## src/rtl/risc_toy_mem_stage.sv

```systemverilog
// Memory stage of a toy RISC pipeline: forwards ALU results, performs aligned
// word loads/stores with a fixed read latency, and owns a single write-back slot.
module risc_toy_mem_stage #(
   parameter int unsigned RD_LAT = 1
) (
   input  logic        CLK,
   input  logic        RST,
   input  logic        EX_VALID,
   output logic        EX_READY,
   input  logic [1:0]  EX_OP,
   input  logic [31:0] EX_ALU_RESULT,
   input  logic [31:0] EX_STDATA,
   input  logic        EX_WEN,
   input  logic [4:0]  EX_WA,
   output logic        DREQ,
   output logic        DRW,
   output logic [29:0] DADDR,
   output logic [31:0] DWDATA,
   input  logic [31:0] DRDATA,
   output logic        WB_VALID,
   input  logic        WB_READY,
   output logic        WB_WEN,
   output logic [4:0]  WB_WA,
   output logic [31:0] WB_DATA,
   output logic        MISALIGN
);

   typedef enum logic [1:0] {
      IDLE   = 2'd0,
      ACCESS = 2'd1,
      WAIT   = 2'd2
   } state_e;

   localparam logic [1:0] OP_LOAD  = 2'b01;
   localparam logic [1:0] OP_STORE = 2'b10;
   localparam logic [2:0] CNT_INIT = 3'(RD_LAT - 32'd1);

   state_e      state_q;
   logic [2:0]  cnt_q;
   logic        dreq_q;
   logic        drw_q;
   logic [29:0] daddr_q;
   logic [31:0] dwdata_q;
   logic        ld_wen_q;
   logic [4:0]  ld_wa_q;
   logic        wb_valid_q;
   logic        wb_wen_q;
   logic [4:0]  wb_wa_q;
   logic [31:0] wb_data_q;
   logic        misalign_q;

   logic        accept_s;
   logic        is_mem_s;
   logic        aligned_s;
   logic        drain_s;

   // Ready only when idle and the write-back slot is empty or draining now
   assign EX_READY = (state_q == IDLE) && (!wb_valid_q || WB_READY);

   // Decode of the offered operation and of the write-back handshake
   always_comb begin
      accept_s  = EX_VALID && EX_READY;
      is_mem_s  = (EX_OP == OP_LOAD) || (EX_OP == OP_STORE);
      aligned_s = (EX_ALU_RESULT[1:0] == 2'b00);
      drain_s   = wb_valid_q && WB_READY;
   end

   // Stage FSM, memory request registers and the write-back slot
   always_ff @(posedge CLK) begin
      if (RST) begin
         state_q    <= IDLE;
         cnt_q      <= 3'd0;
         dreq_q     <= 1'b0;
         drw_q      <= 1'b0;
         daddr_q    <= 30'd0;
         dwdata_q   <= 32'd0;
         ld_wen_q   <= 1'b0;
         ld_wa_q    <= 5'd0;
         wb_valid_q <= 1'b0;
         wb_wen_q   <= 1'b0;
         wb_wa_q    <= 5'd0;
         wb_data_q  <= 32'd0;
         misalign_q <= 1'b0;
      end else begin
         misalign_q <= 1'b0;
         // A fill later in this block overrides the drain (no bubble)
         if (drain_s) begin
            wb_valid_q <= 1'b0;
         end
         case (state_q)
            IDLE: begin
               if (accept_s) begin
                  if (!is_mem_s) begin
                     wb_valid_q <= 1'b1;
                     wb_data_q  <= EX_ALU_RESULT;
                     wb_wen_q   <= EX_WEN;
                     wb_wa_q    <= EX_WA;
                  end else if (!aligned_s) begin
                     misalign_q <= 1'b1;
                  end else begin
                     state_q  <= ACCESS;
                     dreq_q   <= 1'b1;
                     drw_q    <= (EX_OP == OP_STORE);
                     daddr_q  <= EX_ALU_RESULT[31:2];
                     ld_wen_q <= EX_WEN;
                     ld_wa_q  <= EX_WA;
                     if (EX_OP == OP_STORE) begin
                        dwdata_q <= EX_STDATA;
                     end
                  end
               end
            end
            ACCESS: begin
               dreq_q <= 1'b0;
               if (drw_q) begin
                  state_q <= IDLE;
               end else begin
                  state_q <= WAIT;
                  cnt_q   <= CNT_INIT;
               end
            end
            WAIT: begin
               if (cnt_q == 3'd0) begin
                  state_q    <= IDLE;
                  wb_valid_q <= 1'b1;
                  wb_data_q  <= DRDATA;
                  wb_wen_q   <= ld_wen_q;
                  wb_wa_q    <= ld_wa_q;
               end else begin
                  cnt_q <= cnt_q - 3'd1;
               end
            end
            default: begin
               state_q <= IDLE;
               dreq_q  <= 1'b0;
            end
         endcase
      end
   end

   assign DREQ     = dreq_q;
   assign DRW      = drw_q;
   assign DADDR    = daddr_q;
   assign DWDATA   = dwdata_q;
   assign WB_VALID = wb_valid_q;
   assign WB_WEN   = wb_wen_q;
   assign WB_WA    = wb_wa_q;
   assign WB_DATA  = wb_data_q;
   assign MISALIGN = misalign_q;

endmodule

```

## config.mk

```make
export PLATFORM = sky130hd
export DESIGN_NAME = risc_toy_mem_stage
export DESIGN_NICKNAME = d
export VERILOG_FILES = /design/src/rtl/risc_toy_mem_stage.sv
export SDC_FILE = /design/constraint.sdc
export NUM_CORES = 1
export LEC_CHECK = 0
export CAP_MARGIN = 20
export CELL_PAD_IN_SITES_DETAIL_PLACEMENT = 2
export CELL_PAD_IN_SITES_GLOBAL_PLACEMENT = 2
export CORE_ASPECT_RATIO = 1.2
export CORE_UTILIZATION = 23
export DETAILED_ROUTE_END_ITERATION = 16
export GPL_TIMING_DRIVEN = 0
export PLACE_DENSITY_LB_ADDON = 0.08
export SLEW_MARGIN = 15
export SYNTH_ARGS = -nofsm -noshare
export SYNTH_HDL_FRONTEND = slang
export SYNTH_SLANG_ARGS = --single-unit
```

## constraint.sdc

```tcl
create_clock -name CLK -period 2.5 [get_ports CLK]
set_input_delay 0.375 -clock CLK [delete_from_list [all_inputs] [get_ports CLK]]
set_output_delay 0.375 -clock CLK [all_outputs]
set_load 0.01 [all_outputs]
```

======== Word-level counts from Yosys, hierarchy flattened ========
Cells that the tools add are included.
word-level totals
  flip-flop bits (word level) ............. 115
  logic and storage cells ................. 78
operators by class
  add/sub/neg operators ................... 1
  equality and inequality tests ........... 11
  muxes and demuxes ....................... 31
  bitwise gates (word level) .............. 4
  reduce and logical (&&, ||, !) cells .... 18
operators with widths
  cell                                                                   count
  32-bit 2-to-1 mux                                                      3
  32-bit case mux with 2 select lines                                    1
  4-bit AND reduction                                                    4
  5-bit 2-to-1 mux                                                       3
  2-bit inequality test, second input constant                           7
  1-bit 2-to-1 mux                                                       11
  2-bit 2-to-1 mux                                                       5
  5-bit case mux with 2 select lines                                     1
  3-bit 2-to-1 mux                                                       2
  1-bit case mux with 2 select lines                                     3
  2-bit case mux with 3 select lines                                     1
  3-bit case mux with 2 select lines                                     1
  5-bit AND reduction                                                    1
  2-bit by 1-bit equality test with 1-bit output, second input constant  2
  2-bit equality test, second input constant                             2
  2-bit logical NOT                                                      2
  1-bit NOT                                                              4
  2-bit nonzero test                                                     2
  4-bit OR reduction                                                     1
  1-bit logical AND                                                      3
  3-bit logical NOT                                                      1
  3-bit AND reduction                                                    1
  3-bit by 1-bit subtractor with 3-bit output, second input constant     1
  1-bit logical OR                                                       2
  1-bit logical NOT                                                      1

======== Depth between registers and ports, before layout ========
  word-level depth ........................ 6
  mapped depth ............................ 8
  depth with buffers taken out ............ 6

======== Worst setup path after synthesis ========
OpenSTA, ideal clock, no wires.
  kind .................................... input to register
  start ................................... in EX_OP[0]
  end ..................................... reg drw_q, in the netlist DRW
  library setup time ...................... 0.128 ns
  arrival time ............................ 1.703 ns
  setup slack ............................. 0.669 ns
  stages on the path ...................... 7
  cell sequence ........................... inv_1 -> ha_1 -> nor4b_2 -> nand3_1 -> buf_2 -> a21oi_1 -> nor2_1
between the ends
  cells in the longest elaborated chain, start to end .. 3
RTL lines
  what                                                                                          line     source
  start, declared                                                                               10       input logic [1:0] EX_OP,
  2-bit by 1-bit equality test with 1-bit output / 2-bit equality test (equally long branches)  63, 103
  1-bit logical OR                                                                              63       is_mem_s = (EX_OP == OP_LOAD) || (EX_OP == OP_STORE);
  4-bit AND reduction (no line)                                                                 --
  end signal, assigned                                                                          103      drw_q <= (EX_OP == OP_STORE);
  end, declared                                                                                 41       logic drw_q;
Several ways; a longest one is shown, not always the timed one.
A chain may end at the register's enable or synchronous reset.

======== Worst setup path in the final report ========
  start ................................... in EX_OP[0]
  end ..................................... reg daddr_q[14], in the netlist DADDR[14]
between the ends
  cells in the longest elaborated chain, start to end .. 3
RTL lines
  what                                                                                          line  source
  2-bit by 1-bit equality test with 1-bit output / 2-bit equality test (equally long branches)  63
  1-bit logical OR (*)                                                                          63
  4-bit AND reduction (no line) (*)                                                             --
  end signal, assigned                                                                          104   daddr_q <= EX_ALU_RESULT[31:2];
  end, declared                                                                                 42    logic [29:0] daddr_q;
Every way passes the cells marked *; elsewhere a longest branch is shown, timed or not.

==> summary.md <==
| Metric | Value |
|---|---|
| Routed len/inst | `17.4 microns` |
| Max rail drop VDD | `459 uV` |
| Largest net degree at the start of global routing | `17` |
| Dpl cell area | `7050 sq um` |
| CTS Hold Buffers Added | `0` |
| First-pass GRT wire length | `27900 microns` |
| DRT iter0 DRCs | `60` |
| Reg2reg path depth | `6` |
| Port Buffers | `211` |
| GRT Max-Usage Layer | `met2` |
| Worst-Margin Slew | `728 ps` |
| Warnings from Yosys | `0` |
| Initial antenna violation count | `0` |
| Fin. max-slew vios | `0` |
| Hold Vio Cnt, Final | `0` |
| Mapped Area | `4610 sq um` |
| Critical path class | `in -> reg` |
| Synth Flop Type | `dfxtp_1` |
| Synth cell types | `31` |
| Status | `completed` |
| RSZ-0062 raised after global routing | `false` |
| Cell family with most CP delay | `buffers and inverters` |
| Gate Count Post-Synth | `528` |
| Clock insertion delay at the later pin of the skew report | `410 ps` |
| P_leak | `0.00256 uW` |
| Vias/cell | `4.55` |
| R2R Path Start | `WB_VALID` |
| Die Wd | `131 microns` |
| Crit path capture | `DADDR[14]` |
| Routed WL | `17900 microns` |
| Pwr per Cell Area | `657 nW/um^2` |
| Crit path cell chain | `clkdlybuf4s50_1 -> inv_1 -> ha_1 -> nor4b_2 -> and3_1 -> buf_2 -> buf_4 -> nand2_1 -> a21oi_1` |
| M1 GR Usage | `18.5%` |
| Worst path slowest cell | `clkdlybuf4s50_1` |
| Hold_ws | `454 ps` |
| Design Area, Final | `7610 sq um` |
| Core ar. | `19600 sq um` |
| # DRC | `0` |
| Max-cap violation count | `0` |
| WP buf/inv | `4` |
| Setup TNS | `0 ps` |
| Fmax | `439 MHz` |
| Final net count | `869` |
| TritonCTS clock tree | `yes` |
| HP Class | `reg -> reg` |
| Gpl congestion | `0.754` |
| Clock Tree Root | `clkbuf_16` |
| EDFF count, synth | `0` |
| Site Rows | `56` |
| Fraction of layout cells with a size suffix above 1 | `9.47%` |
| Startpoint types | `input port` |
| Worst EP arrival | `2600 ps` |
| Mapped Avg Cell Area | `8.74 sq um` |
| Postcts setup bufs | `0` |
| Most frequent cells in the layout | `clkdlybuf4s50_1 (211), nand2_1 (136), dfxtp_1 (115)` |
| CP endpoint kind | `register` |
| Largest stage delay, worst path | `460 ps` |
| Post-route ant nets | `0` |
| GRT Total Usage | `17.5%` |
| Min Tclk post-route | `2280 ps` |
| Via count | `4698` |
| Grt ovf | `0` |
| Synth Register Bits | `115` |
| Initial Util | `23.5%` |
| Mapped Nets | `639` |
| Level count of the clock H-tree | `4` |
| Final core utilization | `38.8%` |
| Post-CTS Resized | `1` |
| Grt met2 use | `32.8%` |
| Critical path depth | `9` |
| Relative slew slack | `51.5%` |
| Layout area overhead | `65.0%` |
| CP Launch Point | `EX_OP[0]` |
| Max Clock Skew | `8.91 ps` |
| Clock slew at reported path FFs | `60 ps` |
| Period Utilization, post-route | `91.0%` |
| Async set-reset flop share out of synthesis | `0%` |
| Final setup viols | `0` |
| Commonest non-fill, non-tap cell in the layout | `clkdlybuf4s50_1` |
| First-pass DRT Iterations | `4` |
| Sequential share of the synthesized area | `49.9%` |
| Tot Pwr | `5010 uW` |
| Die height | `157 microns` |
| Vias in the first global route | `5129` |
| Cts bufs inserted | `17` |
| GR Util met3 | `6.76%` |
| Clock Sinks | `115` |
| Ant. Diodes | `0` |
| CP Max Fanout | `10` |
| Fillers | `2178` |
| Clock Path Buffers | `2` |
| HPWL after DPL | `13900 microns` |
| Reg2reg setup slack | `540 ps` |
| Reg2reg end | `WB_DATA[29]` |
| Critical Path RT | `2830 ps` |
| Full die area | `20600 sq um` |
| Io pins | `213` |
sequential cells by signal, indices dropped and copies added (netlist names):
signal and flops:
ld_wa_q 5, MISALIGN 1, ld_wen_q 1, state_q 2
WB_WA 5, WB_DATA 32, WB_WEN 1, WB_VALID 1
cnt_q 3, DREQ 1, DWDATA 32, DADDR 30
DRW 1
stage by stage:
| stage | setup WS [ps] | instances |
|---|---|---|
| after floorplan | 669 | 528 |
| after global placement | -414 | 1000 |
| after detailed placement | -487 | 1000 |
| after CTS | 110 | 1032 |
| after global routing | 51.9 | 1032 |
| final | 224 | 1032 |
cell type report:
class | count | area [sq um] | area share, %
timing repair buffer | 211 | 2110 | 27.7
sequential | 115 | 2300 | 30.2
inverter | 5 | 18.8 | 0.247
multi-input combinational | 363 | 2070 | 27.1
buffer | 45 | 233 | 3.06
clock inverter | 12 | 108 | 1.41
tap | 261 | 327 | 4.29
clock buffer | 20 | 447 | 5.87
worst min path at each step:
stage | endpoint | slack [ps] | startpoint | depth (start not counted)
global route | DREQ | 480 | DREQ | 1
finish | DWDATA[30] | 450 | DWDATA[30] | 2
CTS | DREQ | 460 | DREQ | 1
detailed placement | DREQ | 440 | DREQ | 1
global placement | DREQ | 440 | DREQ | 1
floorplan | ld_wa_q[0] | 440 | ld_wa_q[0] | 2
per-layer routing:
| layer | part of all wire (%) | vias up |
|---|---|---|
| met5 | 0 | - |
| met4 | 0.81 | 0 |
| met3 | 7.1 | 14 |
| met2 | 52 | 134 |
| met1 | 40 | 2275 |
| li1 | - | 2275 |
worst reg2reg max path, delay by kind of cell, from the launching register on:
| kind | cells | cell delay (ps) |
|---|---|---|
| AOI/OAI and AO/OA | 3 | 760 |
| buffers and inverters | 2 | 610 |
| DFF | 1 | 320 |
| and+or+nand+nor | 1 | 150 |
logic make-up (layout without fill, tap and decap cells):
logic type                 count (synthesis)  in the layout  synth area share [%]
AOI/OAI and AO/OA                        154            154                  20.2
adders and majority gates                  3              3                 0.814
buffers and inverters                     50            293                  5.40
DFF                                      115            115                  49.9
muxes                                     38             38                  8.25
and+or+nand+nor                          168            168                  15.5
cell usage after synthesis (3+ instances only):
cell type / number / area [sq um]
buf_4: 12 / 90.1
inv_1: 5 / 18.8
a21oi_1: 110 / 551
nor3_1: 3 / 15.0
dfxtp_1: 115 / 2300
nand2b_1: 3 / 18.8
clkbuf_1: 20 / 75.1
a211oi_2: 10 / 125
nand3b_1: 3 / 22.5
mux2i_1: 38 / 380
a211oi_1: 29 / 218
ha_1: 3 / 37.5
nor2_1: 8 / 30.0
nand2_1: 136 / 510
buf_2: 13 / 65.1
where the power goes:
| part | leakage (uW) | internal, uW | switching, uW |
|---|---|---|---|
| Combinational | 0.00137 | 403 | 344 |
| Clock | 0.000255 | 1390 | 903 |
| Sequential | 0.000935 | 1920 | 44.9 |
| Total | 0.00256 | 3710 | 1290 |
No activity file was read; power rests on OpenSTA's default activity.
